--- config.mk ---
export PLATFORM = sky130hd
export DESIGN_NAME = regfile_wb_ctrl
export DESIGN_NICKNAME = d
export VERILOG_FILES = /design/src/rtl/regfile_wb_ctrl.sv
export SDC_FILE = /design/constraint.sdc
export NUM_CORES = 1
export LEC_CHECK = 0
export ABC_AREA = 1
export CAP_MARGIN = 5
export CELL_PAD_IN_SITES_DETAIL_PLACEMENT = 0
export CELL_PAD_IN_SITES_GLOBAL_PLACEMENT = 1
export CORE_MARGIN = 1
export CORE_UTILIZATION = 34
export DETAILED_ROUTE_END_ITERATION = 10
export GPL_TIMING_DRIVEN = 0
export HOLD_SLACK_MARGIN = 0.06
export PLACE_DENSITY = 0.95
export SYNTH_ARGS = -nofsm -noshare
export SYNTH_HDL_FRONTEND = slang
export SYNTH_SLANG_ARGS = --single-unit
--- constraint.sdc ---
create_clock -name clk -period 6.4 [get_ports clk]
set_input_delay 1.92 -clock clk [delete_from_list [all_inputs] [get_ports clk]]
set_output_delay 1.92 -clock clk [all_outputs]
set_load 0.01 [all_outputs]
--- src/rtl/regfile_wb_ctrl.sv ---
// Writeback controller: round-robin arbitration of ALU and load writebacks onto the
// single register-file write port, plus a load scoreboard for decode hazard stalls.
module regfile_wb_ctrl (
    input  logic        clk,
    input  logic        rst,
    input  logic        alu_valid,
    input  logic [4:0]  alu_addr,
    input  logic [31:0] alu_data,
    output logic        alu_ready,
    input  logic        mem_valid,
    input  logic [4:0]  mem_addr,
    input  logic [31:0] mem_data,
    output logic        mem_ready,
    input  logic        rsv_valid,
    input  logic [4:0]  rsv_addr,
    input  logic [4:0]  rs1_addr,
    input  logic [4:0]  rs2_addr,
    output logic        stall,
    output logic [31:0] busy_vec,
    output logic        reg_write,
    output logic [4:0]  write_addr,
    output logic [31:0] write_d,
    output logic        err
);

    localparam int unsigned DATA_W   = 32;
    localparam int unsigned ADDR_W   = 5;
    localparam int unsigned NUM_REGS = 32;

    logic                prio;
    logic                src_mem;
    logic [NUM_REGS-1:0] busy;
    logic [NUM_REGS-1:0] busy_next;
    logic [NUM_REGS-1:0] set_vec;
    logic [NUM_REGS-1:0] clr_vec;
    logic                grant;
    logic [ADDR_W-1:0]   win_addr;
    logic [DATA_W-1:0]   win_data;
    logic                rsv_err;
    logic                mem_err;

    // Round-robin grant: prio picks the winner only when both requesters are valid
    always_comb begin
        alu_ready = alu_valid && (!mem_valid || !prio);
        mem_ready = mem_valid && (!alu_valid || prio);
        grant     = alu_ready || mem_ready;
        win_addr  = mem_ready ? mem_addr : alu_addr;
        win_data  = mem_ready ? mem_data : alu_data;
    end

    // Loads clear their reservation on the same edge the register file is written
    always_comb begin
        set_vec = '0;
        clr_vec = '0;
        if (rsv_valid && (rsv_addr != '0)) begin
            set_vec[rsv_addr] = 1'b1;
        end
        if (reg_write && src_mem) begin
            clr_vec[write_addr] = 1'b1;
        end
        busy_next = (busy & ~clr_vec) | set_vec;
        rsv_err   = rsv_valid && (rsv_addr != '0) && busy[rsv_addr] && !clr_vec[rsv_addr];
        mem_err   = mem_ready && (mem_addr != '0) && !busy[mem_addr];
    end

    assign stall    = busy[rs1_addr] | busy[rs2_addr];
    assign busy_vec = busy;

    always_ff @(posedge clk or posedge rst) begin
        if (rst) begin
            prio       <= 1'b0;
            src_mem    <= 1'b0;
            busy       <= '0;
            reg_write  <= 1'b0;
            write_addr <= '0;
            write_d    <= '0;
            err        <= 1'b0;
        end else begin
            busy <= busy_next;
            if (rsv_err || mem_err) begin
                err <= 1'b1;
            end
            if (grant) begin
                prio       <= alu_ready;
                src_mem    <= mem_ready;
                write_addr <= win_addr;
                write_d    <= win_data;
                reg_write  <= (win_addr != '0);
            end else begin
                reg_write  <= 1'b0;
            end
        end
    end

endmodule

[After elaboration in Yosys (flattened, before gate mapping)]
Cells that the tools add are included.
Word-level totals
  register bits after elaboration: 73
  bits of input ports: 94
  output and inout bits: 74
  logic and storage cells: 59
Operators by class
  order comparisons: 7
  multiplexer cells: 19
  bitwise logic cells: 4
  reduce and logical (&&, ||, !) cells: 22
Operator list (count)
  two-way mux 32 bit: 3
  bitwise AND 32 bit: 1
  inverter 32 bit: 1
  bitwise OR 32 bit: 1
  less-than comparator 5 x 6 -> 1 bit (second input constant): 5
  binary-select mux 1 bit (select 5 bit): 5
  nonzero test 5 bit: 3
  demux 1 bit (select 5 bit): 2
  >= comparator 5 x 1 -> 1 bit (second input constant): 2
  logical AND 1 bit: 10
  two-way mux 1 bit: 8
  zero test 1 bit: 5
  two-way mux 5 bit: 1
  logical OR 1 bit: 4
  bitwise OR 1 bit: 1

[Longest topological paths before layout]
  word-level depth: 10
  mapped depth: 14
  gate-level depth less buffers: 13

[Worst setup path after synthesis]
Ideal clock, no wire load.
  kind: input -> output
  start: input rs2_addr[0]
  end: output stall
  arrival time: 2.816 ns
  data required time: 4.480 ns
  setup slack: 1.664 ns
  stages on the path: 8
  buffers on the path: 2
  cells stage by stage: buf_2 clkbuf_1 o21ai_0 o21ai_0 nor2_1 nor2_1 o21ai_0 nand3_1
Between the ends
  word-level cells in the longest chain between the ends: 3
Ends and longest elaborated chain
  start, declared: RTL line 17  | input logic [4:0] rs2_addr,
  binary-select mux 1 bit (select 5 bit): RTL line 66  | assign stall = busy[rs1_addr] | busy[rs2_addr];
  two-way mux 1 bit (implied by the code): RTL line 66
  bitwise OR 1 bit: RTL line 66
  end, declared: RTL line 18  | output logic stall,
Every way passes these cells. The select of a mux whose other input is x is not followed.

[Final worst setup path]
  start: input rs2_addr[1]
  end: output stall
The elaborated chain is that of the path after synthesis.

==> reports/metrics.cfg <==
[outcome]
outcome=finished clean

[yosys]
synthCells=764
synth_top_area_share_pct=37.1
synth_seq_cells=73
synth_nets=858
synth_ff_type=dfrtp_1
synth_compound_area_share_pct=22.2
synth_adder_area_share_pct=0
synth_top_family_by_area=simple AND/OR/NAND/NOR gates
synth_edf_count=0
synthMuxAreaShare_pct=0
post-synth-top-area-cell=dfrtp_1
yosysWarnings=0
ys_async_sr_fraction_pct=100
synth-seq-area-share_pct=37.1
yosys.area_share.simple_pct=31.0
synth.area.top_cells=dfrtp_1, o21ai_0, nand2_1
synth_cell_type_count=26
avgSynthCellArea_um2=6.45
netlist_area_um2=4930
synth-xor-area-share_pct=0

[finish]
n_antenna_cell=0
most-common-layout-cells=nand2_1, o21ai_0, clkdlybuf4s50_1, inv_1, dfrtp_1
nets=1033
layout-drive-gt1-share_pct=5.61
final_common_cell=nand2_1
synthToLayoutAreaGrowth_pct=44.0
finalInstanceArea_um2=7090

[timing]
setup_viol=0
maxSlewHeadroom_pct=62.4
worst_pin_slew_ps=560
fmax_ghz=0.172
final.period_utilization_pct=90.9
skew_ps=9.67
timing.hold.ws_ps=484
rsz0062_at_grt=false
setup_tns_ps=0
fin_crit_ps=5820
hold_violations=0
slew_viol_final=0

[drt]
ant_nets=0
via_per_inst=5.25
drt_iter0_drc=491
wl_um=19200
routed-via-count=5899
dr.pass1.iters=5
avgRoutedWirePerCell_um=17.1
drc_errors=0

[clock_tree]
cts_buffer_depth=2
postCtsHoldBufs=0
path_clk_slew_ps=60
cts_tree=done
post_cts_buffers=0
cts_root_buf=clkbuf_16
htreeDepth=3
cts_resized=0
cts_num_sinks=73
numCtsBuffers=9
insertion_delay_ps=330

[global_route]
grt_max_degree=71
gr-usage-all-layers_pct=26.2
antenna_found_initial=0
grt_pass1_wl_um=29700
grt_overflow=0
grt_pass1_vias=5375

[worst_setup_path]
cpPeakStageDelay_ps=540
cp_num_buf_inv=3
critPathCaptureType=output pin
worstPathRequired_ps=4480
cpMostUsedCell=o21ai_0
crit_arrival_ps=3900
critPathSlowestCell=clkdlybuf4s50_1
cp_top_family=buffers and inverters
crit_chain=clkdlybuf4s50_1 > buf_2 > o21ai_0 > o21ai_0 > o21ai_0 > nor2_1 > o21bai_1 > nand3_1 > clkdlybuf4s50_1
cp_max_fo=10
worstSetupStartpointType=input port
crit_type=in2out

[floorplan]
coreArea_um2=14000
dieArea_um2=15000
row_count=43
ios=168
start_util_pct=35.2
die_height_um=122
die_w_um=122

[placement]
gp_congestion=0.931
port_buffers=163
dpl_cell_area_um2=6810
dpl.hpwl_um=14400

[run]
cap_violations=0

[power_and_ir_drop]
power_density_nw_per_um2=300
p_leak_uw=0.00318
total_power_uw=2130
vdd_drop_max_mv=0.127

[worst_hold_path]
hp-class=reg2reg

[cell families (layout without fill, tap and decap cells)]
| family | count (synthesis) | in the layout |
|---|---|---|
| DFF | 73 | 73 |
| buffers and inverters | 114 | 294 |
| AOI/OAI and AO/OA | 214 | 214 |
| and+or+nand+nor | 363 | 363 |
[cell usage after synthesis, types with 2 or more instances]
cell type    n
buf_4        2
nor2_1      69
o22ai_1      7
buf_2       12
o21ai_0    170
nand3_1     69
dfrtp_1     73
nor2_2       5
nand4_1      7
clkbuf_1    14
inv_1       76
o211ai_1     2
a21oi_1     31
nor2_4       3
nand2_1    200
inv_2        6
buf_6        4
nor3_1       6
[final timing paths]
kind                               start      endpoint  slack [ps]  cells after the start
min                          write_d[17]   write_d[17]         480                      2
max in group asynchronous            rst  busy_vec[29]        4030                      3
min in group asynchronous            rst   write_d[22]        1810                      2
min reg2reg                  write_d[17]   write_d[17]         480                      2
max                          rs2_addr[1]         stall         580                      9
max reg2reg                write_addr[0]           err        4570                     12
[report_power, final]
part           switching, uW  total [uW]  internal (uW)
clock network            208         482            274
registers                209         791            583
logic                    454         856            402
total                    870        2130           1260
[routing by layer]
| layer | track usage (%) | wire [um] | up-vias |
|---|---|---|---|
| met2 | 40.0 | 8480 | 339 |
| met3 | 7.16 | 2100 | 31 |
| li1 | - | - | 2875 |
| met1 | 35.0 | 7980 | 2654 |
| met4 | 9.98 | 607 | 0 |
| met5 | 0 | 0 | - |
[sequential cells by signal, summed over array words and instances, names as in the netlist]
signal / cells
write_addr: 5
err: 1
write_d: 32
busy_vec: 32
prio: 1
src_mem: 1
reg_write: 1
[worst register-to-register path, cell delays in order, from the launching register on]
cell and delay (ps):
dfrtp_1 430, inv_1 110, nand4_1 370, nor2_1 270
nand2_1 80, nand2_1 80, inv_1 40, nand2_1 50
nand3_1 60, nand2_1 60, inv_1 30, nand3_1 80
nand2_1 60
[area by class of cell]
cell class | count | area [um^2]
Inverter | 82 | 310
Buffer | 32 | 173
Clock inverter | 6 | 42.5
Sequential cell | 73 | 1830
Clock buffer | 10 | 239
Tap cell | 180 | 225
Fill cell | 1466 | 6890
Timing Repair Buffer | 164 | 1660
Multi-Input combinational cell | 577 | 2620
[stage by stage]
stage	util [%]	std cells	setup WS (ps)
2_1_floorplan	-	764	1660
3_3_place_gp	48.5	1107	602
3_5_place_dp	48.7	1108	630
4_1_cts	50.7	1124	621
5_1_grt	50.7	1124	391
6_report	50.7	1124	583
(Power assumes the default switching activity.)
